--- config.mk ---
export PLATFORM = sky130hd
export DESIGN_NAME = uart_tx
export DESIGN_NICKNAME = d
export VERILOG_FILES = /design/src/rtl/uart_tx_pkg.sv /design/src/rtl/uart_baud_tick.sv /design/src/rtl/uart_tx.sv
export SDC_FILE = /design/constraint.sdc
export NUM_CORES = 1
export LEC_CHECK = 0
export CAP_MARGIN = 20
export CORE_MARGIN = 2
export CORE_UTILIZATION = 54
export DETAILED_ROUTE_END_ITERATION = 8
export PLACE_DENSITY = 0.77
export SLEW_MARGIN = 30
export SYNTH_ARGS = -nofsm -noshare
export SYNTH_HDL_FRONTEND = slang
export SYNTH_SLANG_ARGS = --single-unit
--- constraint.sdc ---
create_clock -name clk -period 3 [get_ports clk]
set_clock_uncertainty 0.15 [all_clocks]
set_input_delay 0.6 -clock clk [delete_from_list [all_inputs] [get_ports clk]]
set_output_delay 0.6 -clock clk [all_outputs]
set_load 0.1 [all_outputs]
--- src/rtl/uart_tx_pkg.sv ---
// uart_tx_pkg: shared FSM state type and line levels for the UART transmitter
package uart_tx_pkg;
    typedef enum logic [2:0] {IDLE, START, DATA, PARITY, STOP} uart_tx_state_e;
    localparam logic UART_IDLE_LVL  = 1'b1;
    localparam logic UART_START_LVL = 1'b0;
endpackage

--- src/rtl/uart_baud_tick.sv ---
// uart_baud_tick: bit-period counter emitting a tick on the last cycle of each period
module uart_baud_tick #(
    parameter int CLKS_PER_BIT = 434
) (
    input  logic clk,
    input  logic rst,
    input  logic clr,
    output logic tick
);
    localparam int W = $clog2(CLKS_PER_BIT);
    localparam logic [W-1:0] LAST = W'(CLKS_PER_BIT - 1);
    logic [W-1:0] cnt;
    assign tick = cnt == LAST;
    always_ff @(posedge clk or posedge rst)
        if (rst) cnt <= '0;
        else     cnt <= (clr || tick) ? '0 : cnt + 1'b1;
endmodule

--- src/rtl/uart_tx.sv ---
// uart_tx: valid/ready byte in, start/data(LSB first)/even parity/stop frame out on tx
module uart_tx
    import uart_tx_pkg::*;
#(
    parameter int CLK_FREQ  = 50_000_000,
    parameter int BAUD      = 115200,
    parameter int DATA_W    = 8,
    parameter int PARITY_EN = 0,
    parameter int STOP_BITS = 1
) (
    input  logic              clk,
    input  logic              rst,
    input  logic [DATA_W-1:0] tx_data,
    input  logic              tx_valid,
    output logic              tx_ready,
    output logic              tx,
    output logic              tx_busy,
    output logic              tx_done
);
    localparam int CLKS_PER_BIT = CLK_FREQ / BAUD;
    localparam logic [2:0] DATA_LAST = 3'(DATA_W - 1);
    localparam logic [2:0] STOP_LAST = 3'(STOP_BITS - 1);

    if (CLKS_PER_BIT < 2 || STOP_BITS < 1 || STOP_BITS > 2 || DATA_W < 5 || DATA_W > 8) begin : g_bad_params
        $error("uart_tx: illegal parameter combination");
    end

    uart_tx_state_e    state, state_n;
    logic [DATA_W-1:0] shreg, shreg_n;
    logic [2:0]        idx, idx_n;
    logic              par, par_n, tx_n, tick;

    assign tx_ready = state == IDLE;
    assign tx_busy  = state != IDLE;

    // held clear while idle so the first bit period starts right after the handshake
    uart_baud_tick #(.CLKS_PER_BIT(CLKS_PER_BIT)) u_tick (
        .clk  (clk),
        .rst  (rst),
        .clr  (tx_ready),
        .tick (tick)
    );

    always_comb begin
        state_n = state;
        shreg_n = shreg;
        idx_n   = idx;
        par_n   = par;
        case (state)
            IDLE: if (tx_valid) begin
                state_n = START;
                shreg_n = tx_data;
                par_n   = ^tx_data;
                idx_n   = '0;
            end
            START:  state_n = tick ? DATA : START;
            DATA: if (tick) begin
                shreg_n = shreg >> 1;
                idx_n   = idx == DATA_LAST ? '0 : idx + 3'd1;
                state_n = idx != DATA_LAST ? DATA : PARITY_EN != 0 ? PARITY : STOP;
            end
            PARITY: state_n = tick ? STOP : PARITY;
            STOP: if (tick) begin
                idx_n   = idx == STOP_LAST ? '0 : idx + 3'd1;
                state_n = idx == STOP_LAST ? IDLE : STOP;
            end
            default: state_n = IDLE;
        endcase
        // tx is registered from the next state so the line changes with the state
        tx_n = state_n == START  ? UART_START_LVL :
               state_n == DATA   ? shreg_n[0] :
               state_n == PARITY ? par_n : UART_IDLE_LVL;
    end

    always_ff @(posedge clk or posedge rst)
        if (rst) begin
            state   <= IDLE;
            shreg   <= '0;
            idx     <= '0;
            par     <= 1'b0;
            tx      <= UART_IDLE_LVL;
            tx_done <= 1'b0;
        end else begin
            state   <= state_n;
            shreg   <= shreg_n;
            idx     <= idx_n;
            par     <= par_n;
            tx      <= tx_n;
            tx_done <= state == STOP && tick && idx == STOP_LAST;
        end
endmodule

# Word level (Yosys, flattened, before mapping)
# Index checks and enable logic that the tools add are counted.
# op_classes
n_reduce_logical	11
n_shift	0
n_lt_le_gt_ge	0
mux	23
div_mod_pow	0
n_eq_ne	13
addsub	2
bitwise	0
n_mul	0
# ops
op	count
$mux W3	11
$mux W8	2
$pmux W8 S2	1
$pmux W3 S5	1
$eq A3 B2 Y1 const B	4
$add A9 B1 Y9 const B	1
$eq A9 B9 Y1 const B	1
$mux W9	1
$pmux W3 S3	1
$reduce_xor A8 Y1	1
$eq A3 B1 Y1 const B	2
$eq A3 B3 Y1 const B	2
$logic_not A3 Y1	2
$ne A2 B2 Y1 const B	3
$reduce_bool A3 Y1	2
$mux W1	5
$reduce_and A4 Y1	1
$add A3 B1 Y3 const B	1
$ne A3 B3 Y1 const B	1
$reduce_and A3 Y1	1
$logic_and A1 B1 Y1	2
$mux W2	1
$reduce_bool A2 Y1	1
$logic_or A1 B1 Y1	1
# word_totals
mem_bits_rw	0
register_bits	26
out_inout_bits	4
latch_bits	0
word_cells	57
memories	0
rom_bits	0

# Logic depth before layout (Yosys ltp)
# Gate-level depths: netlist of run 1.
# logic_depth
word_depth	8
depth_mapped	7
ltp_nobuf	7

# By module
# A second synthesis of run 1 with hierarchy kept.
# hier_totals
cells_unflattened	149
area_unflattened_um2	1562.7
# by_module_without_submodules
module	seq_area_each_um2	area_per_inst_um2	n_inst	cells_each
uart_tx	426.7	1073.5	1	100
uart_baud_tick	225.2	489.2	1	49

# Worst setup path before layout of run 1
# Ideal clock, no wire load.
# synth_path
kind	register to output
startpoint	register state[1]
endpoint	output port tx_ready
stages_incl_launch_ff	5
setup_slack_ns	0.117
arrival_time_ns	2.133
required_ns	2.250
cell_sequence	dfrtp_1 -> clkbuf_1 -> nor2_1 -> nand2_1 -> inv_1
# synth_between
elab_chain_len	1
# synth_rtl
element	line_no	text
from (decl)	uart_tx.sv:28	uart_tx_state_e state, state_n;
from (signal assigned)	uart_tx.sv:84	state <= state_n;
$logic_not A3 Y1	uart_tx.sv:33	assign tx_ready = state == IDLE;
to (decl)	uart_tx.sv:15	output logic tx_ready,
# No other way between the ends.

# Worst setup path after layout of run 1
# Same ends and word-level chain as after synthesis.

==> results of run 1 <==
-- tightest hold or removal path: stages (launching register included) --
cell     delay (ns)
dfrtp_1        0.37
nand2_1        0.05
nand2_1        0.06
-- layer usage --
metal,vias to the layer above,GRT usage
met5,-,0
met2,14,0.337
met1,493,0.261
li1,510,-
met3,5,0.0361
met4,0,0.0897
-- placed cells by master, fill, tap and decap left out, drive strengths merged, types with 2 or more instances in the layout --
master         instances
a21oi                  5
a22oi                  6
buf                    6
clkbuf                 4
clkdlybuf4s50         10
dfrtp                 25
ha                     5
inv                    9
nand2                 25
nand2b                 2
nand3                  4
nor2                  14
nor4                   2
o21ai                  8
or3                    2
or4                    2
xnor2                 10
xor2                   3
-- how the worst max path moves through the flow --
stage	startpoint	to	slack, ns	cells past startpoint
after global routing	state[1]	tx_ready	0.63	4
after floorplan	state[1]	tx_ready	0.12	4
final	state[1]	tx_ready	0.72	4
after CTS	state[1]	tx_ready	0.73	4
after global placement	tx_valid	idx[0]	0.79	6
after detailed placement	tx_valid	idx[2]	0.73	6
-- sequential cells by signal, indices dropped and copies added, names as in the netlist --
name,cells
tx,1
par,1
idx,3
tx_done,1
shreg,8
state,3
u_tick.cnt,9
-- area by class of cell --
type,instances,area share
Sequential cell,26,0.424
Multi-Input combinational cell,102,0.412
Timing Repair Buffer,16,0.0944
Tap cell,30,0.0244
Clock buffer,4,0.0236
Inverter,9,0.0220
-- where the power goes --
group,total [mW],switching (mW),internal (mW)
logic,0.0500,0.0223,0.0277
clock network,0.176,0.102,0.0743
registers,0.362,0.00455,0.357
total,0.588,0.129,0.459
-- stage by stage --
stage | hold slack (ns) | util | cells
floorplan | 0.296 | - | 141
finish | 0.347 | 0.638 | 187
detailed placement | 0.320 | 0.623 | 183
global route | 0.364 | 0.638 | 187
CTS | 0.352 | 0.638 | 187
global placement | 0.309 | 0.623 | 183
-- cell families (layout without fill, tap and decap cells) --
kind of cell	Yosys count	count (layout)	synth area share
buffers and inverters	13	29	0.0420
AO/OA/AOI/OAI	25	25	0.123
adder cells (fa/ha/maj)	5	5	0.0466
XOR/XNOR	13	13	0.0849
flip-flops	26	26	0.486
AND/OR/NAND/NOR	59	59	0.217
==> metrics.txt, run 1 <==
worst path buffer plus inverter count=2; n_diodes=0; layout cells sized above 1=0.108; routability cong.=just under 0.8; DRT iter0 DRCs=17; setup TNS=0 ns; DRC viols=0; Vias/cell=5.47; P per Cell Area=about 380 mW/mm²; reg2reg setup slack=0.78 ns; Final #Nets=174; Peak VDD IR=0.313 mV; synth unique cells=34; CP Data Arrival Time=between 1.5 and 2 ns; LEAKAGE=0.686 nW; Mapped Nets=157; max incr delay on CP=around 0.5 ns; Final Max Slew Viols=0; Final WS setup=0.718 ns; H-tree levels=1; Clock Tree Buf Depth=2; Hold Vio Cnt, Final=0; Yosys reg bits=26; cell taking the most area after synthesis=dfrtp_1; crit start category=flip-flop; initial antenna violation count=0; R2R cell count=5; YS warnings=0; total power=0.588 mW; multi-input combinational cell area=around 630 µm²; die width=around 54 µm; Syn Area/Cell=between 9 and 10 µm²; Finished Cell Area=0.00154 mm²; worst min path class=reg -> reg; Initial Utilization=0.557; ANT nets after route=0; Hold Startpoint=shreg[3]; CP top delay family=flip-flops; core region area=0.00241 mm²; routed vias=1,022; max_slew headroom=0.576; pin count of the biggest net entering global routing=27; Max FO, Critical Path=10; die height=53.8 µm; DR pass1 iterations=4; Cell Chain, Critical Path=nor2_1, nand2_1, inv_1, buf_4; RSZ-0062 raised after global routing=no; IO Port Bufs=14; gr ovfl total=0; Fillers=194; Max-cap violations=0; hold buffer count at CTS=0; postcts setup bufs=0; area grow syn2layout=14.6%; register clock-pin slew on the reported worst setup and hold paths=0.14 ns; count of final setup violators=0; R2R Path Start=u_tick.cnt[2]; Clk Latency, worst-skew pair=0.32 ns; asr flop ratio synth=1.00; CTS Buf Count=3; DR WL met3=57 µm; terminus of the critical flop-to-flop path=tx; fin crit period=2.28 ns; share of the clock period used by the worst path=0.761; Post-synth EDFFs=0; clock root buffer=clkbuf_4; top cells by area, synth=dfrtp_1 47%, nand2_1 7.0%, xnor2_1 6.5%, ha_1 4.7%, nor2_1 3.9%; fmax=438 MHz; vias in the first global route=1,015; crit end category=output pin; WL/cell=13.4 µm; storage element area=652 µm²; post_cts resized=0; I/O pin count=15; pre-CTS WS=between 0.7 and 0.8 ns; placed instance area=0.00150 mm²; CTS tree=yes; hold path cells=2; Post-synth top cells=25 x dfrtp_1, 25 x nand2_1, 14 x nor2_1; die area=~0.0029 mm²; outcome=completed; Hold Path End=shreg[3]; WP data required=2.25 ns; Detailed Place HPWL=1870 µm; final WL=2500 µm; top routing layer in use=met4; cell row count=18; DR WL met2=1200 µm; sequential fraction of the synthesis area=0.486; Yosys top cell area share=0.466; Mapped Area=0.00134 mm²; highest-delay cell along the critical path=dfrtp_1; type of the worst setup path=reg -> out; WL met1=approximately 1200 µm; all-layer global routing usage=0.204; Sink Count=26; first-pass GRT wire length=approximately 4300 µm; ys flop type=dfrtp_1; Worst Tran Pin Value=0.631 ns; cells after synthesis=141
No activity file was read; power rests on OpenSTA's default activity.
==> run 2, diff against run 1 <==
==> constraint.sdc (replaced) <==
create_clock -name clk -period 2.3 [get_ports clk]
set_clock_uncertainty 0.15 [all_clocks]
set_input_delay 0.46 -clock clk [delete_from_list [all_inputs] [get_ports clk]]
set_output_delay 0.46 -clock clk [all_outputs]
set_load 0.1 [all_outputs]
==> run 2 against run 1 <==
  * Clock power is 81% higher
  * Sequential power up 30%
  * Flip-flop and latch count stayed put
  * Wire length rose by 1.2%
  * Non-clock buffer count is 4 higher
  * Combinational power rose by 32%
  * Register-to-register slack worse by 0.70 ns
  * Cell count grew 2.1%
==> metrics.txt, run 2 (synthesized netlist as in run 1, its figures left out) <==
outcome=completed; fmax=450 MHz; hold buffer count at CTS=0 (unchanged); initial antenna violation count=0 (unchanged); most frequent cells in the layout=25 x dfrtp_1, 24 x nand2_1, 14 x nor2_1; Initial Utilization=0.557 (unchanged); CP Data Arrival Time=2.32 ns (+0.79 ns); DRC viols=0 (unchanged); DRT iter0 DRCs=17 (unchanged); Final Util=0.672 (+0.0343); first-pass GRT wire length=4010 µm (-6.9%); n_diodes=0 (unchanged); max incr delay on CP=0.59 ns (+0.09 ns); # placed instances=187 (+2.2%); register clock-pin slew on the reported worst setup and hold paths=0.15 ns (about the same); fin crit period=about 2.2 ns; die width=53.8 µm (unchanged); crit start category=flip-flop; final WL=2530 µm (+1.2%); crit end category=flip-flop; Peak VDD IR=0.525 mV (+68%); Hold Vio Cnt, Final=0 (unchanged); RSZ-0062 raised after global routing=no; max_slew headroom=0.699 (+0.123); Final #Nets=178 (+2.3%); Detailed Place HPWL=1950 µm (+4.2%); die height=53.8 µm (unchanged); placed instance area=0.00157 mm² (+4.4%); vias in the first global route=932 (-8.2%); WP data required=2.40 ns (+0.15 ns); pin count of the biggest net entering global routing=27 (unchanged); core region area=0.00241 mm² (unchanged); reg2reg setup slack=0.08 ns (-0.70 ns); post_cts resized=0 (unchanged); commonest non-fill, non-tap cell in the layout=dfrtp_1; Max FO, Critical Path=6 (-4); Vias/cell=5.36 (-2.0%); all-layer global routing usage=0.195 (-0.00979); Worst Tran Pin Value=0.451 ns (-0.180 ns); die area=0.00290 mm² (unchanged); IO Port Bufs=14 (unchanged); R2R Path Start=u_tick.cnt[2]; P per Cell Area=529 mW/mm² (+38%); max reg flops=9 (unchanged); Final Max Slew Viols=0 (unchanged); R2R cell count=5 (unchanged); area grow syn2layout=20.8%; count of final setup violators=0 (unchanged); routed vias=1,023 (+0.098%); cell row count=18 (unchanged); ANT nets after route=0 (unchanged); CTS tree=yes; final cell count without fillers=191 (+2.1%); setup TNS=0 ns (unchanged); postcts setup bufs=0 (unchanged); H-tree levels=1 (unchanged); terminus of the critical flop-to-flop path=tx; Clk Latency, worst-skew pair=0.33 ns (about the same); CTS Buf Count=3 (unchanged); Sink Count=26 (unchanged); Clock Tree Buf Depth=2 (unchanged); gr ovfl total=0 (unchanged); I/O pin count=15 (unchanged); hold slack final=0.326 ns (-0.0208 ns); type of the worst setup path=reg -> reg; highest-delay cell along the critical path=or4b_4; largest registers=u_tick.cnt x9, shreg x8; routability cong.=0.838 (+7.7%); worst min path class=in -> async; clock root buffer=clkbuf_4; Finished Cell Area=0.00162 mm² (+5.4%); Cell Chain, Critical Path=or4b_4, or3_4, a32o_2, nor2b_1, o32ai_1; DR pass1 iterations=4 (unchanged); Max-cap violations=0 (unchanged); LEAKAGE=0.714 nW (+4.0%); layout cells sized above 1=0.143 (+0.0346); share of the clock period used by the worst path=0.965; WL/cell=13.2 µm (-0.88%); Biggest register=u_tick.cnt
run 2: cell count changes in the layout (fill, tap and decap cells not counted), sizes merged:
cell	change
clkbuf	-1
buf	+4
bufinv	+1
clkinvlp	+1
inv	-1
run 2: report_power, final:
group,switching [mW],internal [mW]
sequential,0.00612,0.466
combinational,0.0297,0.0362
clock,0.143,0.176
run 2: area by class of cell:
class	instances	area [µm²]
clock buffers	3	22.5
clock inverters	1	30.0
fillers	192	790
inverters	9	37.5
multi-input cells	102	641
flip-flops and latches	26	652
well taps	30	37.5
repair buffers	20	200
run 2: per-layer routing:
layer  wire [µm]  up-vias  GRT usage
met3          56        4     0.0333
met1        1210      486      0.258
met2        1230       15      0.315
li1            -      518          -
met5           0        -          0
met4          25        0     0.0769
run 2: worst max path at each step:
stage	from	end	slack (ns)
4_1_cts	u_tick.cnt[2]	tx	0.06
3_3_place_gp	u_tick.cnt[2]	tx	0.16
2_1_floorplan	state[1]	tx	0.08
5_1_grt	u_tick.cnt[2]	tx	0.01
6_report	u_tick.cnt[2]	tx	0.08
3_5_place_dp	u_tick.cnt[3]	tx	0.09
run 2: through the flow:
| step | setup slack (ns) | total power, mW |
|---|---|---|
| floorplan | 0.0828 | 0.517 |
| global placement | 0.161 | 0.544 |
| detailed placement | 0.0934 | 0.548 |
| CTS | 0.0566 | 0.868 |
| global route | 0.0103 | 0.891 |
| finish | 0.0799 | 0.857 |
run 2: worst max-delay path, delay by kind of cell (launching register included):
kind            cells  cell delay [ns]
simple gates        3             1.12
flops               1             0.45
compound gates      2             0.41
==> run 3, diff against run 2 <==
--- a/config.mk
+++ b/config.mk
@@ -10,6 +10,7 @@
 export CORE_UTILIZATION = 54
 export DETAILED_ROUTE_END_ITERATION = 8
 export PLACE_DENSITY = 0.77
+export SKIP_LAST_GASP = 1
 export SLEW_MARGIN = 30
 export SYNTH_ARGS = -nofsm -noshare
 export SYNTH_HDL_FRONTEND = slang
==> results of run 3 <==
Final layout, timing and power as in run 2 (identical DEF).
